[config.mk]
export PLATFORM = sky130hd
export DESIGN_NAME = serial_add_sub
export DESIGN_NICKNAME = d
export VERILOG_FILES = /design/src/rtl/serial_add_sub.sv
export SDC_FILE = /design/constraint.sdc
export NUM_CORES = 1
export LEC_CHECK = 0
export ABC_AREA = 0
export CORE_ASPECT_RATIO = 1.1
export CORE_MARGIN = 4
export CORE_UTILIZATION = 40
export CTS_CLUSTER_SIZE = 28
export DETAILED_ROUTE_END_ITERATION = 12
export MAX_ROUTING_LAYER = met4
export SLEW_MARGIN = 20
export SYNTH_ARGS = -nofsm -noshare
export SYNTH_HDL_FRONTEND = slang
export SYNTH_SLANG_ARGS = --single-unit
[constraint.sdc]
create_clock -name clk -period 3.6 [get_ports clk]
set_input_delay 0.9 -clock clk [delete_from_list [all_inputs] [get_ports clk]]
set_output_delay 0.9 -clock clk [all_outputs]
set_load 0.03 [all_outputs]
[src/rtl/serial_add_sub.sv]
// Digit-serial WIDTH-bit adder/subtractor, DIGIT bits per clock, LSB digit first.
// Operands are accepted via a valid/ready handshake; the result is returned with carry/borrow, overflow and zero flags.
module serial_add_sub #(
   parameter int WIDTH = 16,
   parameter int DIGIT = 4
) (
   input  logic             clk,
   input  logic             rst_n,
   input  logic             in_valid,
   output logic             in_ready,
   input  logic [WIDTH-1:0] a,
   input  logic [WIDTH-1:0] b,
   input  logic             sel,
   output logic             out_valid,
   input  logic             out_ready,
   output logic [WIDTH-1:0] result,
   output logic             cout_or_borrow,
   output logic             overflow,
   output logic             zero
);

   localparam int NDIG = WIDTH / DIGIT;
   localparam int CW   = (NDIG > 1) ? $clog2(NDIG) : 1;

   // Handshakes: a transfer happens on a rising edge where valid && ready.
   // in_valid must be held until in_ready; out_valid is held until out_ready.
   typedef enum logic [1:0] {IDLE, RUN, DONE} state_t;

   state_t           state_q, state_d;
   logic [WIDTH-1:0] a_q, b_q, res_q, res_next;
   logic             sel_q, carry_q;
   logic [CW-1:0]    cnt_q;
   logic             cout_q, ovf_q, zero_q, out_valid_q;
   logic [DIGIT-1:0] a_dig, b_dig, d_sum;
   logic             d_cout, msb_cin;
   logic             accept, release_out, last_dig;
   int unsigned      base;

   assign in_ready    = (state_q == IDLE);
   assign accept      = in_valid && in_ready;
   assign release_out = out_valid_q && out_ready;
   assign last_dig    = (cnt_q == CW'(NDIG - 1));

   assign base  = int'(cnt_q) * DIGIT;
   assign a_dig = a_q[base +: DIGIT];
   assign b_dig = b_q[base +: DIGIT];
   assign {d_cout, d_sum} = {1'b0, a_dig} + {1'b0, b_dig} + {{DIGIT{1'b0}}, carry_q};
   // Carry into the MSB recovered from the MSB sum bit, so DIGIT=1 needs no special case.
   assign msb_cin = a_dig[DIGIT-1] ^ b_dig[DIGIT-1] ^ d_sum[DIGIT-1];

   always_comb begin
      res_next = res_q;
      res_next[base +: DIGIT] = d_sum;
   end

   always_ff @(posedge clk or negedge rst_n) begin
      if (!rst_n) state_q <= IDLE;
      else        state_q <= state_d;
   end

   always_comb begin
      state_d = state_q;
      case (state_q)
         IDLE:    if (accept)      state_d = RUN;
         RUN:     if (last_dig)    state_d = DONE;
         DONE:    if (release_out) state_d = IDLE;
         default:                  state_d = IDLE;
      endcase
   end

   always_ff @(posedge clk or negedge rst_n) begin
      if (!rst_n) begin
         a_q         <= '0;
         b_q         <= '0;
         res_q       <= '0;
         sel_q       <= 1'b0;
         carry_q     <= 1'b0;
         cnt_q       <= '0;
         cout_q      <= 1'b0;
         ovf_q       <= 1'b0;
         zero_q      <= 1'b0;
         out_valid_q <= 1'b0;
      end else begin
         if (accept) begin
            // Subtraction is a + ~b + 1: invert b here and seed the carry with sel.
            a_q     <= a;
            b_q     <= b ^ {WIDTH{sel}};
            sel_q   <= sel;
            carry_q <= sel;
            cnt_q   <= '0;
         end
         if (state_q == RUN) begin
            res_q   <= res_next;
            carry_q <= d_cout;
            cnt_q   <= cnt_q + CW'(1);
            if (last_dig) begin
               cout_q      <= sel_q ? ~d_cout : d_cout;
               ovf_q       <= msb_cin ^ d_cout;
               zero_q      <= (res_next == '0);
               out_valid_q <= 1'b1;
               cnt_q       <= '0;
            end
         end
         if (release_out) out_valid_q <= 1'b0;
      end
   end

   assign out_valid      = out_valid_q;
   assign result         = res_q;
   assign cout_or_borrow = cout_q;
   assign overflow       = ovf_q;
   assign zero           = zero_q;

endmodule

==> results of run 1 <==
worst max-delay path, stage by stage (launching register included):
cell and delay [ns]:
dfrtp_1 0.52, mux4_2 0.56, fa_1 0.43, inv_1 0.09, fa_1 0.47, or4b_1 0.52
a21oi_1 0.17, a41oi_1 0.06, nand4_1 0.11, o21ai_1 0.07
stage by stage:
| step | hold WS (ns) | area [um^2] | power [mW] |
|---|---|---|---|
| final | 0.475 | 3840 | 3.85 |
| after global routing | 0.504 | 3840 | 4.16 |
| after CTS | 0.483 | 3840 | 3.88 |
| after detailed placement | 0.468 | 3610 | 3.16 |
| after global placement | 0.462 | 3600 | 3.13 |
| after floorplan | 0.440 | 2970 | 2.56 |
synthesized netlist by cell type:
cell type | number | area, um^2
a2111oi_2 | 1 | 15.0
a21o_1 | 1 | 7.51
a21oi_1 | 3 | 15.0
a221o_1 | 1 | 10.0
a22o_1 | 8 | 70.1
a31oi_1 | 3 | 18.8
a41oi_1 | 4 | 35.0
and2_1 | 1 | 6.26
and3_1 | 1 | 6.26
buf_2 | 4 | 20.0
buf_6 | 1 | 11.3
clkbuf_1 | 11 | 41.3
dfrtp_1 | 58 | 1450
fa_1 | 2 | 40.0
ha_1 | 9 | 113
inv_1 | 7 | 26.3
mux2_4 | 1 | 15.0
mux2i_1 | 1 | 10.0
mux4_2 | 8 | 180
nand2_1 | 88 | 330
nand2b_1 | 2 | 12.5
nand3_1 | 2 | 10.0
nand3b_1 | 4 | 30.0
nand4_1 | 1 | 6.26
nor2_1 | 10 | 37.5
nor2b_1 | 9 | 56.3
nor3_1 | 3 | 15.0
nor4_1 | 2 | 12.5
o2111ai_1 | 1 | 8.76
o211ai_1 | 1 | 7.51
o21ai_0 | 27 | 135
o21ai_1 | 1 | 5.00
o31ai_1 | 4 | 30.0
or4b_1 | 1 | 10.0
xnor2_1 | 17 | 149
xor2_1 | 3 | 26.3
cells by family after synthesis:
logic type	after synthesis	share of synthesized area (%)
simple gates	124	17.9
flops	58	48.8
buf+inv	23	3.32
mux	10	6.90
fa+ha+maj	11	5.13
xor+xnor	20	5.89
compound gates	55	12.0
routing by layer:
metal	part of all wire [%]	GRT usage, %	vias up	routed length, um
li1	-	-	1143	-
met1	45	19.7	1137	2940
met2	49	25.9	51	3230
met3	4.5	2.90	12	294
met4	1.6	6.60	0	105
met5	0	-	-	0
power by group:
| part | switching, mW | internal, mW | total [mW] |
|---|---|---|---|
| Combinational | 1.18 | 0.826 | 2.01 |
| Sequential | 0.195 | 0.933 | 1.13 |
| Clock | 0.262 | 0.445 | 0.707 |
layout make-up:
cell class                      count  area (um^2)
Timing Repair Buffer               61          598
Tap cell                           85          106
Clock buffer                       12          165
Sequential cell                    58         1450
Inverter                            7         26.3
Fill cell                         679         3280
Multi-Input combinational cell    220         1420
Clock inverter                      4         72.6
state kept, by name (all words and copies together) (netlist names):
| name | count |
|---|---|
| a_q | 16 |
| b_q | 16 |
| carry_q | 1 |
| cnt_q | 2 |
| cout_or_borrow | 1 |
| out_valid | 1 |
| overflow | 1 |
| result | 16 |
| sel_q | 1 |
| state_q | 2 |
| zero | 1 |
worst paths after layout:
check	from	to	cells after the start
setup / recovery	cnt_q[0]	zero	9
hold / removal	b_q[12]	b_q[12]	2
setup reg to reg	cnt_q[0]	zero	9
hold reg to reg	b_q[12]	b_q[12]	2
max in group asynchronous	rst_n	b_q[2]	2
min in group asynchronous	rst_n	result[9]	1
==> flow_summary.ini, run 1 <==
[floorplanning]
die_h_um = 98.4
core_area_um2 = 7130
fp.dieArea_um2 = 8880
initial_core_util_pct = 41.7
io_pins = 58
die_w_um = 90.2
fp-row-count = 32

[clock_tree]
worstSkewPairLatency_ns = 0.35
htreeDepth = 3
post-cts-setup-buffers = 0
cts.clk_slew.worst_paths_ns = 0.07
clockBufferDepth = 2
root_buffer = clkbuf_8
clock_sinks = 58
cts_tree = yes
postCtsResizedCells = 0
hold_buffers = 0
cts_buffers = 9

[sta]
min_period_over_period_pct = 85.9
finalSetupTns_ns = 0
slew_violations = 0
setup_violations = 0
hold_viol = 0
skew_ns = 0.0124
clock.fmax_mhz = 323
worstMarginPinSlew_ns = 0.953
post-route-min-period_ns = 3.09
grt_setup_unrepaired = no
timing.final.ws_setup_ns = 0.507
max_slew_margin_pct = 36.3

[detailed_routing]
wire_per_inst_um = 14.7
dr.first_iter.drc_count = 84
drtAntennaViolNets = 0
vias = 2343
firstDrtPassIters = 4
drc = 0
routed_via_density = 5.24
wl_mm = 6.57

[synth]
syn_area_per_cell_um2 = 9.88
synth_warnings = 0
yosysSeqAreaShare_pct = 48.8
syn-num-nets = 349
syn_inst = 301
mappedNetlistArea_um2 = 2970
yosysUniqueCellTypes = 36
synth-seq-cells = 58

[worst_setup_path]
worst_ep_required_time_ns = 3.83
r2r_slack_ns = 0.51
setup.worst_path.end_class = flop
crit_path_max_fanout = 6
critPathKind = reg -> reg
arrival_ns = 3.32
cp-start-kind = flop

[grt]
grt_use_total_pct = 15.9
gr-total-overflow = 0
grt_max_degree = 53
antenna_found_initial = 0
grt_pass1_wl_mm = 11.2
grt_pass1_vias = 2306

[place]
gp_congestion = 0.976
numPortBuffers = 57
pre_cts_slack_ns = 0.494
dp_hpwl_mm = 4.89
placedCellCount = 431

[final_layout]
diodes = 0
syn_to_final_growth_pct = 29.2
layout.cells.most_common_list = nand2_1, dfrtp_1, clkdlybuf4s50_1
nNetsFinal = 405
drive_above_1_share_pct = 8.56
fin_util_pct = 53.9
final_common_cell = nand2_1
final_cell_count_no_fill = 447

[min_path]
min_path_type = reg -> reg

[flow_run]
drv_cap = 0

[outcome]
status = finished clean

[power]
cellLeakagePower_nw = 1.71
powerDensity_nw_per_um2 = 1000
peakVddDrop_mv = 0.398
Power figures use the tool's default switching activity.
==> run 2, diff against run 1 <==
CORE_UTILIZATION = 52   (was 40)
PLACE_DENSITY = 0.8   (was default)
SLEW_MARGIN = default   (was 20)
clock period = 3.5 ns   (was 3.6 ns; I/O delays follow)
==> flow_summary.ini, run 2 (same netlist as run 1, synthesis figures left out) <==
[grt]
grtUsageMet3_pct = 4.24
grt_max_degree = 59
grt_pass1_vias = 2340
grtUsageMet1_pct = 26.2
grt_use_total_pct = 21.9
busiest_layer = met2
antenna_found_initial = 0
grt_pass1_wl_mm = 11.2
met2_usage_pct = 35.5
gr-total-overflow = 0

[worst_setup_path]
crit_top_cell = fa_1
r2r-end = zero
cpMaxStageDelayCell = mux4_2
crit_chain = mux4_2 > fa_1 > inv_1 > fa_1 > or4b_1 > a21oi_1 > a41oi_1 > nand4_1 > o21ai_1
setup.worst_path.end_class = flop
critPathKind = reg -> reg
rr_worst_depth = 9
cp-start-kind = flop
arrival_ns = 3.23
worstReg2RegStart = cnt_q[0]
r2r_slack_ns = 0.49
critical_path.max_stage_delay_ns = 0.55
crit_path_max_fanout = 4
worst_ep_required_time_ns = 3.73
endpoint = zero
startpoint = cnt_q[0]

[sta]
skew_ns = 0.00934
max_slew_margin_pct = 34.5
worstMarginPinSlew_ns = 0.980
min_period_over_period_pct = 85.9
clock.fmax_mhz = 333
setup_violations = 0
finalSetupTns_ns = 0
slew_violations = 0
grt_setup_unrepaired = no
hold_viol = 0
post-route-min-period_ns = 3.01

[min_path]
holdPathStages = 2
min_path_type = reg -> reg

[clock_tree]
root_buffer = clkbuf_8
htreeDepth = 3
clock_sinks = 58
worstSkewPairLatency_ns = 0.34
post-cts-setup-buffers = 0
cts.clk_slew.worst_paths_ns = 0.06
cts_buffers = 9
postCtsResizedCells = 0
cts_tree = yes
hold_buffers = 0
clockBufferDepth = 2

[detailed_routing]
wire_per_inst_um = 15.3
vias = 2356
wl_mm = 6.70
dr.first_iter.drc_count = 162
routed_via_density = 5.38
firstDrtPassIters = 5
drtAntennaViolNets = 0
drc = 0

[floorplanning]
core_area_um2 = 5470
initial_core_util_pct = 54.4
die_w_um = 80.1
fp-row-count = 28
fp.dieArea_um2 = 6990
io_pins = 58
die_h_um = 87.3

[place]
placedCellCount = 422
numPortBuffers = 57
dp_hpwl_mm = 4.85
gp_congestion = 0.894

[final_layout]
syn_to_final_growth_pct = 27.6
drive_above_1_share_pct = 7.99
final_common_cell = nand2_1
nNetsFinal = 406
final_cell_count_no_fill = 438
layout.cells.most_common_list = nand2_1, dfrtp_1, clkdlybuf4s50_1
diodes = 0

[flow_run]
drv_cap = 0

[outcome]
status = finished clean

[power]
cellLeakagePower_nw = 1.69
powerDensity_nw_per_um2 = 1020
peakVddDrop_mv = 0.570
## run 2: cell count changes in the layout (fill, tap and decap cells not counted), sizes merged
cell      change
bufinv        -1
clkbuf        +2
buf           +1
clkinvlp      -1
## run 2: worst min path at each step
stage	startpoint	end
3_3_place_gp	a_q[15]	a_q[15]
6_report	a_q[15]	a_q[15]
2_1_floorplan	a_q[10]	a_q[10]
5_1_grt	b_q[13]	b_q[13]
3_5_place_dp	a_q[15]	a_q[15]
4_1_cts	b_q[15]	b_q[15]
## run 2: where the power goes
group / leakage [nW] / internal [mW] / switching, mW
combinational: 0.850 / 0.855 / 1.24
clock: 0.101 / 0.367 / 0.256
sequential: 0.744 / 0.960 / 0.202
## run 2: layout make-up
| cell class | instances | area (um^2) |
|---|---|---|
| Clock buffer | 14 | 163 |
| Clock inverter | 2 | 35.0 |
| Multi-Input combinational cell | 220 | 1420 |
| Tap cell | 75 | 93.8 |
| Sequential cell | 58 | 1450 |
| Timing Repair Buffer | 62 | 603 |
| Fill cell | 434 | 1670 |
| Inverter | 7 | 26.3 |
## run 2: worst max-delay path, delay by kind of cell (launching register included)
kind                       cells  cell delay [ns]
DFF                            1             0.44
buffers and inverters          1             0.09
AOI/OAI and AO/OA              3             0.30
adders and majority gates      2             0.89
muxes                          1             0.55
and+or+nand+nor                2             0.63
## run 2: stage by stage
stage	util (%)	worst slack [ns]	area, um^2	hold slack, ns	total power [mW]
after floorplan	-	0.403	2970	0.440	2.63
after global routing	69.5	0.333	3800	0.504	4.18
after CTS	69.5	0.507	3800	0.485	3.89
final	69.5	0.493	3800	0.481	3.88
after detailed placement	65.8	0.526	3600	0.466	3.25
after global placement	65.8	0.601	3600	0.460	3.21
## run 2: routing by layer
metal	vias up	wire (um)
li1	1142	-
met1	1113	2740
met2	80	3410
met3	21	381
met4	0	167
met5	-	0
==> run 3, diff against run 2 <==
TNS_END_PERCENT = 1   (was default)
==> results of run 3 <==
No change in the layout: final DEF, timing and power equal those of run 2.
